[config.mk]
export PLATFORM = sky130hd
export DESIGN_NAME = video_mode_ctrl
export DESIGN_NICKNAME = d
export VERILOG_FILES = /design/src/rtl/video_mode_pkg.sv /design/src/rtl/vsync_edge_wdog.sv /design/src/rtl/video_mode_ctrl.sv
export SDC_FILE = /design/constraint.sdc
export NUM_CORES = 1
export LEC_CHECK = 0
export CORE_MARGIN = 2
export CORE_UTILIZATION = 30
export CTS_CLUSTER_SIZE = 14
export DETAILED_ROUTE_END_ITERATION = 16
export PLACE_DENSITY = 0.58
export SYNTH_ARGS = -nofsm -noshare
export SYNTH_HDL_FRONTEND = slang
export SYNTH_SLANG_ARGS = --single-unit
[constraint.sdc]
create_clock -name clk_sys -period 2.06 [get_ports clk_sys]
set_input_delay 0.309 -clock clk_sys [delete_from_list [all_inputs] [get_ports clk_sys]]
set_output_delay 0.309 -clock clk_sys [all_outputs]
set_load 0.01 [all_outputs]
[src/rtl/video_mode_pkg.sv]
// Shared types for the video-mode sequencer: FSM state encoding and frame counter width.
package video_mode_pkg;

  localparam int CNT_W = 4;

  typedef enum logic [2:0] {
    INIT,
    IDLE,
    WAIT_FB,
    MUTE,
    APPLY,
    SETTLE
  } state_t;

endpackage

[src/rtl/vsync_edge_wdog.sv]
// Frame-boundary detector: registered VSync leading-edge pulse plus a watchdog that
// substitutes a pseudo-boundary after 2^TIMEOUT_W enabled cycles without one.
module vsync_edge_wdog #(
  parameter int VS_POL    = 0,
  parameter int TIMEOUT_W = 22
) (
  input  logic clk_sys,
  input  logic reset,
  input  logic i_vsync,
  input  logic i_wd_en,
  input  logic i_wd_clr,
  output logic o_ev,
  output logic o_vs_timeout
);

  // Reset the delayed sample to the active level so a release never fakes a leading edge.
  localparam logic LP_ACT = (VS_POL != 0);

  logic                 r_vs_d;
  logic                 r_fb;
  logic                 r_pfb;
  logic                 r_vs_timeout;
  logic [TIMEOUT_W-1:0] r_wd;
  logic                 w_lead;
  logic                 w_term;

  assign w_lead = (VS_POL != 0) ? (i_vsync & ~r_vs_d) : (~i_vsync & r_vs_d);
  assign w_term = i_wd_en & ~i_wd_clr & ~r_fb & (&r_wd);

  always_ff @(posedge clk_sys or posedge reset) begin
    if (reset) begin
      r_vs_d       <= LP_ACT;
      r_fb         <= 1'b0;
      r_pfb        <= 1'b0;
      r_vs_timeout <= 1'b0;
      r_wd         <= '0;
    end else begin
      r_vs_d <= i_vsync;
      r_fb   <= w_lead;
      r_pfb  <= w_term;
      if (r_fb || i_wd_clr || w_term) begin
        r_wd <= '0;
      end else if (i_wd_en) begin
        r_wd <= r_wd + TIMEOUT_W'(1);
      end
      if (w_term) begin
        r_vs_timeout <= 1'b1;
      end else if (r_fb) begin
        r_vs_timeout <= 1'b0;
      end
    end
  end

  assign o_ev         = r_fb | r_pfb;
  assign o_vs_timeout = r_vs_timeout;

endmodule

[src/rtl/video_mode_ctrl.sv]
// Applies video-mode requests at frame boundaries; sync-topology changes are wrapped in
// MUTE_FRAMES + SETTLE_FRAMES of forced black. Scanline-only changes land 1 cycle after the boundary.
module video_mode_ctrl
  import video_mode_pkg::*;
#(
  parameter int MUTE_FRAMES   = 2,
  parameter int SETTLE_FRAMES = 3,
  parameter int VS_POL        = 0,
  parameter int TIMEOUT_W     = 22
) (
  input  logic       clk_sys,
  input  logic       reset,
  input  logic       vsync_in,
  input  logic       sd_disable_req,
  input  logic       ypbpr_req,
  input  logic [1:0] scanlines_req,
  output logic       scandoubler_disable,
  output logic       ypbpr,
  output logic [1:0] scanlines,
  output logic       blank,
  output logic       busy,
  output logic       vs_timeout
);

  localparam int CNT_MAX = (1 << CNT_W) - 1;

  if (MUTE_FRAMES < 1 || MUTE_FRAMES > CNT_MAX) begin : g_bad_mute
    $error("video_mode_ctrl: MUTE_FRAMES must be 1..15");
  end
  if (SETTLE_FRAMES < 1 || SETTLE_FRAMES > CNT_MAX) begin : g_bad_settle
    $error("video_mode_ctrl: SETTLE_FRAMES must be 1..15");
  end

  localparam logic [CNT_W-1:0] LP_MUTE   = CNT_W'(MUTE_FRAMES);
  localparam logic [CNT_W-1:0] LP_SETTLE = CNT_W'(SETTLE_FRAMES);

  state_t           r_state;
  state_t           w_state_nxt;
  logic [CNT_W-1:0] r_cnt;
  logic [CNT_W-1:0] w_cnt_nxt;
  logic [CNT_W-1:0] w_cnt_inc;
  logic             r_topo;
  logic             w_topo_nxt;
  logic             r_sd;
  logic             w_sd_nxt;
  logic             r_yp;
  logic             w_yp_nxt;
  logic [1:0]       r_sl;
  logic [1:0]       w_sl_nxt;
  logic             r_blank;
  logic             r_busy;
  logic             w_ev;
  logic             w_wd_en;
  logic             w_wd_clr;

  assign w_wd_en  = (r_state == WAIT_FB) || (r_state == MUTE) || (r_state == SETTLE);
  assign w_wd_clr = (w_state_nxt != r_state);

  vsync_edge_wdog #(
    .VS_POL    (VS_POL),
    .TIMEOUT_W (TIMEOUT_W)
  ) u_edge_wdog (
    .clk_sys      (clk_sys),
    .reset        (reset),
    .i_vsync      (vsync_in),
    .i_wd_en      (w_wd_en),
    .i_wd_clr     (w_wd_clr),
    .o_ev         (w_ev),
    .o_vs_timeout (vs_timeout)
  );

  assign w_cnt_inc = r_cnt + CNT_W'(1);

  always_comb begin
    w_state_nxt = r_state;
    w_cnt_nxt   = r_cnt;
    w_topo_nxt  = r_topo;
    w_sd_nxt    = r_sd;
    w_yp_nxt    = r_yp;
    w_sl_nxt    = r_sl;
    case (r_state)
      INIT, APPLY: begin
        w_sd_nxt    = sd_disable_req;
        w_yp_nxt    = ypbpr_req;
        w_sl_nxt    = scanlines_req;
        w_cnt_nxt   = '0;
        w_state_nxt = SETTLE;
      end
      IDLE: begin
        // A boundary seen here is ignored; the change waits for the following one.
        if ((sd_disable_req != r_sd) || (ypbpr_req != r_yp)) begin
          w_topo_nxt  = 1'b1;
          w_state_nxt = WAIT_FB;
        end else if (scanlines_req != r_sl) begin
          w_topo_nxt  = 1'b0;
          w_state_nxt = WAIT_FB;
        end
      end
      WAIT_FB: begin
        if (w_ev) begin
          if (r_topo) begin
            w_cnt_nxt   = CNT_W'(1);
            w_state_nxt = MUTE;
          end else begin
            w_sl_nxt    = scanlines_req;
            w_state_nxt = IDLE;
          end
        end
      end
      MUTE: begin
        if (w_ev) begin
          if (r_cnt == LP_MUTE) begin
            w_state_nxt = APPLY;
          end else begin
            w_cnt_nxt = w_cnt_inc;
          end
        end
      end
      SETTLE: begin
        if (w_ev) begin
          if (w_cnt_inc == LP_SETTLE) begin
            w_cnt_nxt   = '0;
            w_state_nxt = IDLE;
          end else begin
            w_cnt_nxt = w_cnt_inc;
          end
        end
      end
      default: begin
        w_state_nxt = INIT;
      end
    endcase
  end

  always_ff @(posedge clk_sys or posedge reset) begin
    if (reset) begin
      r_state <= INIT;
      r_cnt   <= '0;
      r_topo  <= 1'b0;
      r_sd    <= 1'b0;
      r_yp    <= 1'b0;
      r_sl    <= 2'd0;
      r_blank <= 1'b1;
      r_busy  <= 1'b1;
    end else begin
      r_state <= w_state_nxt;
      r_cnt   <= w_cnt_nxt;
      r_topo  <= w_topo_nxt;
      r_sd    <= w_sd_nxt;
      r_yp    <= w_yp_nxt;
      r_sl    <= w_sl_nxt;
      r_blank <= (w_state_nxt == INIT) || (w_state_nxt == MUTE) ||
                 (w_state_nxt == APPLY) || (w_state_nxt == SETTLE);
      r_busy  <= (w_state_nxt != IDLE);
    end
  end

  assign scandoubler_disable = r_sd;
  assign ypbpr               = r_yp;
  assign scanlines           = r_sl;
  assign blank               = r_blank;
  assign busy                = r_busy;

endmodule

==> results of run 1 <==
## kinds of logic after synthesis
logic type               after synthesis
buffers and inverters                 18
adder cells (fa/ha/maj)                3
flip-flops                            40
AO/OA/AOI/OAI                         50
XOR/XNOR                              21
multiplexers                           7
AND/OR/NAND/NOR                       93
## critical path: stages (launching register included)
cell and delay (ps):
dfrtp_1 430, ha_4 180, nor3b_4 150, a211o_1 300
a221oi_4 330, o211ai_4 180, nor4_1 370
## layout by cell type (no fill, tap or decap), types with 9 or more instances in the layout
cell and n:
clkdlybuf4s50_1 13, nor2_1 13, o21ai_0 10, dfrtp_1 38
nand3_1 11, xnor2_1 14, inv_1 9, buf_4 25
nand2_1 15
## where the power goes
group          internal, W  leakage [nW]  total (W)  switching, W
Combinational     0.000809         0.607    0.00171      0.000897
Sequential        0.000922         0.529    0.00102      0.000101
Clock             0.000298        0.0503   0.000567      0.000269
Total              0.00203          1.19    0.00330       0.00127
## metrics by stage
step	instance area, um2	TNS [ps]
floorplan	2291	0
global placement	2704	-1619
detailed placement	2704	-1760
CTS	2800	0
global route	3025	-72.93
finish	3025	0
## flip-flops by register name, summed over array words and instances (netlist names)
signal / flops
scandoubler_disable: 1
r_cnt: 4
busy: 1
u_edge_wdog.r_pfb: 1
u_edge_wdog.r_wd: 22
ypbpr: 1
u_edge_wdog.r_fb: 1
blank: 1
scanlines: 2
r_topo: 1
u_edge_wdog.r_vs_d: 1
r_state: 3
u_edge_wdog.o_vs_timeout: 1
## final cells by class
type | instances | area [um2]
Fill cell | 730 | 4305
Multi-Input combinational cell | 174 | 1398
Sequential cell | 40 | 1003
Timing Repair Buffer | 42 | 366.6
Tap cell | 99 | 123.9
Clock buffer | 7 | 96.34
Inverter | 10 | 37.54
## path summary, 6_finish.rpt
check / from / to / slack (ps) / cells after the start
max: r_cnt[1] / u_edge_wdog.r_pfb / 7 / 6
min: reset / u_edge_wdog.r_vs_d / 440 / 3
max reg2reg: r_cnt[1] / u_edge_wdog.r_pfb / 7 / 6
min reg2reg: u_edge_wdog.r_vs_d / u_edge_wdog.r_fb / 460 / 1
max in group asynchronous: reset / blank / 1250 / 3
min in group clk_sys: u_edge_wdog.r_vs_d / u_edge_wdog.r_fb / 460 / 1
## metal layers
layer,track usage [%],vias up,share of wire (%)
met2,19.24,34,47
met5,0,-,0
met3,2.656,7,2.9
met4,4.545,0,1.4
met1,18.49,937,49
li1,-,929,-
## timing repair
action	4_1_cts	5_1_grt
resized for setup	0	45
setup endpoints to repair	0	22
endpoints found under the hold margin	0	0
==> out/qor.csv, run 1 <==
metric,value,unit
P&R area growth vs syn,32.06,%
Final nets,283,
complex-gate fraction of the synthesized area,15.73,%
clk_skew,4.509,ps
worst vdd ir,0.7276,mV
syn avg cell area,9.875,um2
RSZ-0062 raised after global routing,yes,
Post-CTS Setup Bufs,0,
DP HPWL,3520,um
ant diodes,0,
critical path type,flop to flop,
Clock Pin Slew Worst Setup and Hold Paths,80,ps
root buf cell,clkbuf_8,
final setup fails,0,
Synth cell types,55,
CTS Buf Count,5,
pre-CTS setup slack,-119.6,ps
Worst setup EP type,flop,
post-synth top area cell,dfrtp_1,
Yosys reg bits,40,
most common cell in the netlist,dfrtp_1,
Tot Pwr,0.003297,W
"Hold Vio Cnt, Final",0,
Starting Density,31.25,%
"Top FF cell, synth",dfrtp_1,
max-cap violations,0,
post-synthesis mux area share,3.277,%
Syn. warnings,0,
"antenna viol nets, final",0,
Synth Area in XOR/XNOR,8.028,%
class of the worst hold path,input pin to asynchronous set/reset pin,
asr flop ratio synth,100.0,%
outcome,"finished, final reports clean",
cell area after synthesis,0.002291,mm2
initial antenna violation count,0,
Final Core Density,41.27,%
hold_buf cts,0,
share of layout cells above drive strength 1,29.30,%
initial drt markers,128,
Pre-antenna DRT Iters,4,
PwrDens,1090,mW/mm2
CTS Sinks,40,
Min Hold Slack,435.3,ps
Max Fclk,487.2,MHz
Critical Path RT,2240,ps
clock buffer depth,2,
fin cells,372,
IO Port Bufs,13,
GRT overflow,0,
all-layer global routing usage,12.92,%
Max Slew Vio Count,0,
largest net degree at the start of global routing,41,
die width,91.39,um
Setup WS post-layout,7.460,ps
Die H,91.39,um
syn nets,242,
Slew @ Worst Pin,508.0,ps
via count,1907,
IO Count,14,
Syn Inst Count,232,
Synth Area in Simple Gates,23.59,%
first-pass GRT wire length,8825,um
DR WL/cell,14.13,um
area share of fa/ha/maj cells after synthesis,1.638,%
top post-synthesis cells by count,"38 x dfrtp_1, 19 x nor3_1, 15 x nand2_1, 14 x nor2_1, 14 x xnor2_1",
# rows,31,
gpl congestion,0.8293,
CTS tree,built,
Placeable Area,0.007331,mm2
crit path max fanout,5,
sequential area share after synthesis,43.80,%
Clock H-tree levels,2,
post-DR vias/cell,5.126,
top post-synthesis cells by area,"dfrtp_1 42%, xnor2_1 5.4%, nor3_1 4.2%",
Placed Cells,363,
Leak,1.186,nW
largest family of logic cells by synthesized area,simple AND/OR/NAND/NOR gates,
crit share post-route,99.64,%
Worst EP arrival,2230,ps
nature of the critical path startpoint,flop,
Routed WL,5256,um
vias in the first global route,1874,
clock latency on the worst-skew pair,290,ps
drt drc,0,
fin crit period,2053,ps
Slew HR,66.13,%
Post-synth EDFFs,0,
area share of the largest cell type after synthesis,41.51,%
Die Footprint,0.008351,mm2
(Power assumes the default switching activity.)
==> inputs of run 2 (changes only) <==
--- a/config.mk
+++ b/config.mk
@@ -5,11 +5,14 @@
 export SDC_FILE = /design/constraint.sdc
 export NUM_CORES = 1
 export LEC_CHECK = 0
+export CELL_PAD_IN_SITES_DETAIL_PLACEMENT = 1
+export CELL_PAD_IN_SITES_GLOBAL_PLACEMENT = 2
 export CORE_MARGIN = 2
 export CORE_UTILIZATION = 30
 export CTS_CLUSTER_SIZE = 14
 export DETAILED_ROUTE_END_ITERATION = 16
-export PLACE_DENSITY = 0.58
+export PLACE_DENSITY = 0.77
+export SLEW_MARGIN = 20
 export SYNTH_ARGS = -nofsm -noshare
 export SYNTH_HDL_FRONTEND = slang
 export SYNTH_SLANG_ARGS = --single-unit
==> run 2 against run 1 <==
Against the previous run:
- global-route usage rose by 2.1 points
- largest cell class unchanged
- flip-flop and latch count did not move
- worst setup slack improved by 25 ps
- critical path depth rose by 1
- via count rose by 0.42%
- cell count rose by 0.81%
==> out/qor.csv, run 2 (same netlist as run 1, synthesis figures left out) <==
metric,value,unit,change
internal power,0.002107,W,was 0.002030 W
biggest regs,"u_edge_wdog.r_wd (22), r_cnt (4), r_state (3)",,unchanged
root buf cell,clkbuf_8,,unchanged
initial drt markers,52,,was 128
Logic pwr share,49.5,%,was 51.7%
Die Footprint,0.008351,mm2,unchanged
DR WL/cell,16.24,um,was 14.13 um
die width,91.39,um,unchanged
Final Core Density,41.99,%,was 41.27%
IO Count,14,,unchanged
IO Port Bufs,13,,unchanged
drt drc,0,,unchanged
all-layer global routing usage,15.05,%,was 12.92%
Final nets,285,,was 283
Max Slew Vio Count,0,,unchanged
initial antenna violation count,0,,unchanged
via count,1915,,"was 1,907"
Worst setup EP type,flop,,unchanged
Sw Share,38.99,%,was 38.44%
Sw Pwr,0.001346,W,was 0.001267 W
Routed WL,6091,um,was 5256 um
class of the worst hold path,input pin to asynchronous set/reset pin,,unchanged
ant diodes,0,,unchanged
fin cells,375,,was 372
DP HPWL,4307,um,was 3520 um
Placed Cells,364,,was 363
first-pass GRT wire length,10230,um,was 8825 um
hold_buf cts,0,,unchanged
worst vdd ir,0.4347,mV,was 0.7276 mV
final setup fails,0,,unchanged
clock latency on the worst-skew pair,300,ps,was 290 ps
Max Fclk,493.1,MHz,was 487.2 MHz
Placeable Area,0.007331,mm2,unchanged
Worst path max stage delay,420,ps,was 430 ps
setup TNS,0,ps,unchanged
Buffers & Inverters on Critical Path,1,,was 0
P&R area growth vs syn,34.35,%,was 32.06%
outcome,"finished, final reports clean",,unchanged
max reg flops,22,,unchanged
Pre-antenna DRT Iters,4,,unchanged
share of layout cells above drive strength 1,30.80,%,was 29.30%
clk_skew,4.977,ps,was 4.509 ps
gpl congestion,0.7640,,was 0.8293
Worst EP arrival,2250,ps,was 2230 ps
fin crit period,2028,ps,was 2053 ps
"antenna viol nets, final",0,,unchanged
nature of the critical path startpoint,flop,,unchanged
Slew HR,64.51,%,was 66.13%
design area,0.003078,mm2,was 0.003025 mm2
Critical Path RT,2280,ps,was 2240 ps
crit path max fanout,5,,unchanged
"delay-heaviest family, CP",compound AO/OA/AOI/OAI gates,,unchanged
crit-path cells,ha_4 > nor3b_4 > a211o_1 > a221oi_2 > o211ai_4 > buf_6 > nor3_4,,was ha_4 > nor3b_4 > a211o_1 > a221oi_4 > o211ai_4 > nor4_1
CTS Sinks,40,,unchanged
Die H,91.39,um,unchanged
Clock Pin Slew Worst Setup and Hold Paths,90,ps,was 80 ps
Slew @ Worst Pin,532.4,ps,was 508.0 ps
critical path type,flop to flop,,unchanged
"commonest non-fill, non-tap cell in the layout",dfrtp_1,,unchanged
Filler cells,818,,was 730
Clock H-tree levels,2,,unchanged
CTS Buf Count,5,,unchanged
Starting Density,31.25,%,unchanged
PwrDens,1122,mW/mm2,was 1090 mW/mm2
max-cap violations,0,,unchanged
# rows,31,,unchanged
"Hold Vio Cnt, Final",0,,unchanged
"Most flops, register",u_edge_wdog.r_wd,,unchanged
vias in the first global route,2085,,"was 1,874"
largest net degree at the start of global routing,41,,unchanged
CP max-delay cell,dfrtp_1,,unchanged
GRT overflow,0,,unchanged
CTS tree,built,,unchanged
clock buffer depth,2,,unchanged
post-DR vias/cell,5.107,,was 5.126
Seq pwr share,31.2,%,was 31.1%
RSZ-0062 raised after global routing,yes,,unchanged
crit share post-route,98.45,%,was 99.64%
Leak,1.206,nW,was 1.186 nW
DP Area,0.002711,mm2,was 0.002704 mm2
Clk network pwr share,19.3,%,was 17.2%
"commonest cells after routing, fill and taps aside","37 x dfrtp_1, 26 x buf_4, 15 x nand2_1, 14 x nor2_1",,"was 38 x dfrtp_1, 25 x buf_4, 15 x nand2_1, 14 x xnor2_1"
==> run 2: cell types whose count changed in the layout (fill, tap and decap cells not counted), sizes merged <==
| cell | delta |
|---|---|
| buf | +2 |
| clkbuf | -2 |
| bufinv | +1 |
| clkinv | +1 |
| clkinvlp | +1 |
==> run 2: through the flow <==
step	total power, W	worst slack [ps]	hold slack [ps]
global route	0.003684	-61.51	473.0
detailed placement	0.002517	-221.5	463.7
finish	0.003453	32.01	439.0
floorplan	0.001914	61.57	340.4
CTS	0.003200	0.7307	458.8
global placement	0.002474	-175.0	443.7
==> run 2: final timing paths <==
check	from	endpoint	slack, ps	cells after the start
min in group clk_sys	u_edge_wdog.r_vs_d	u_edge_wdog.r_fb	480	1
max in group asynchronous	reset	r_state[0]	1230	3
worst max register to register	r_cnt[1]	u_edge_wdog.r_wd[5]	30	7
worst min-delay path	reset	u_edge_wdog.r_wd[0]	440	3
worst max-delay path	r_cnt[1]	u_edge_wdog.r_wd[5]	30	7
worst min register to register	u_edge_wdog.r_vs_d	u_edge_wdog.r_fb	480	1
==> run 2: what timing repair did <==
| action | CTS | global route |
|---|---|---|
| gates cloned | 0 | 1 |
| endpoints found under the hold margin | 0 | 0 |
| resized for setup | 1 | 45 |
| buffers inserted | 0 | 2 |
| endpoints found under the setup margin | 3 | 24 |
| pin swaps | 1 | 20 |
==> run 2: power by group through the flow <==
stage	logic (W)	clock network (W)	registers [W]
final	0.00171	0.000666	0.00108
after global routing	0.00186	0.000719	0.00111
after CTS	0.00145	0.000687	0.00107
after detailed placement	0.00144	0	0.00108
after global placement	0.00141	0	0.00107
after floorplan	0.000872	0	0.00104
==> run 2: layout make-up <==
class	instances	area [um2]	share of cell area, %
multi-input cells	174	1415	45.98
flip-flops and latches	40	1005	32.64
repair buffers	44	385.4	12.52
well taps	99	123.9	4.024
clock buffers	5	68.82	2.236
clock inverters	3	42.54	1.382
inverters	10	37.54	1.220
==> run 2: tightest hold or removal path, cell delays in order <==
cell	delay [ps]
clkdlybuf4s50_1	400
inv_1	50
buf_4	440
==> run 2: metal layers <==
metal	part of all wire, %	wire [um]	track usage, %
met3	2.7	167	3.320
met2	51	3101	25.31
met1	45	2767	19.62
met4	0.87	53	3.535
met5	0	0	0
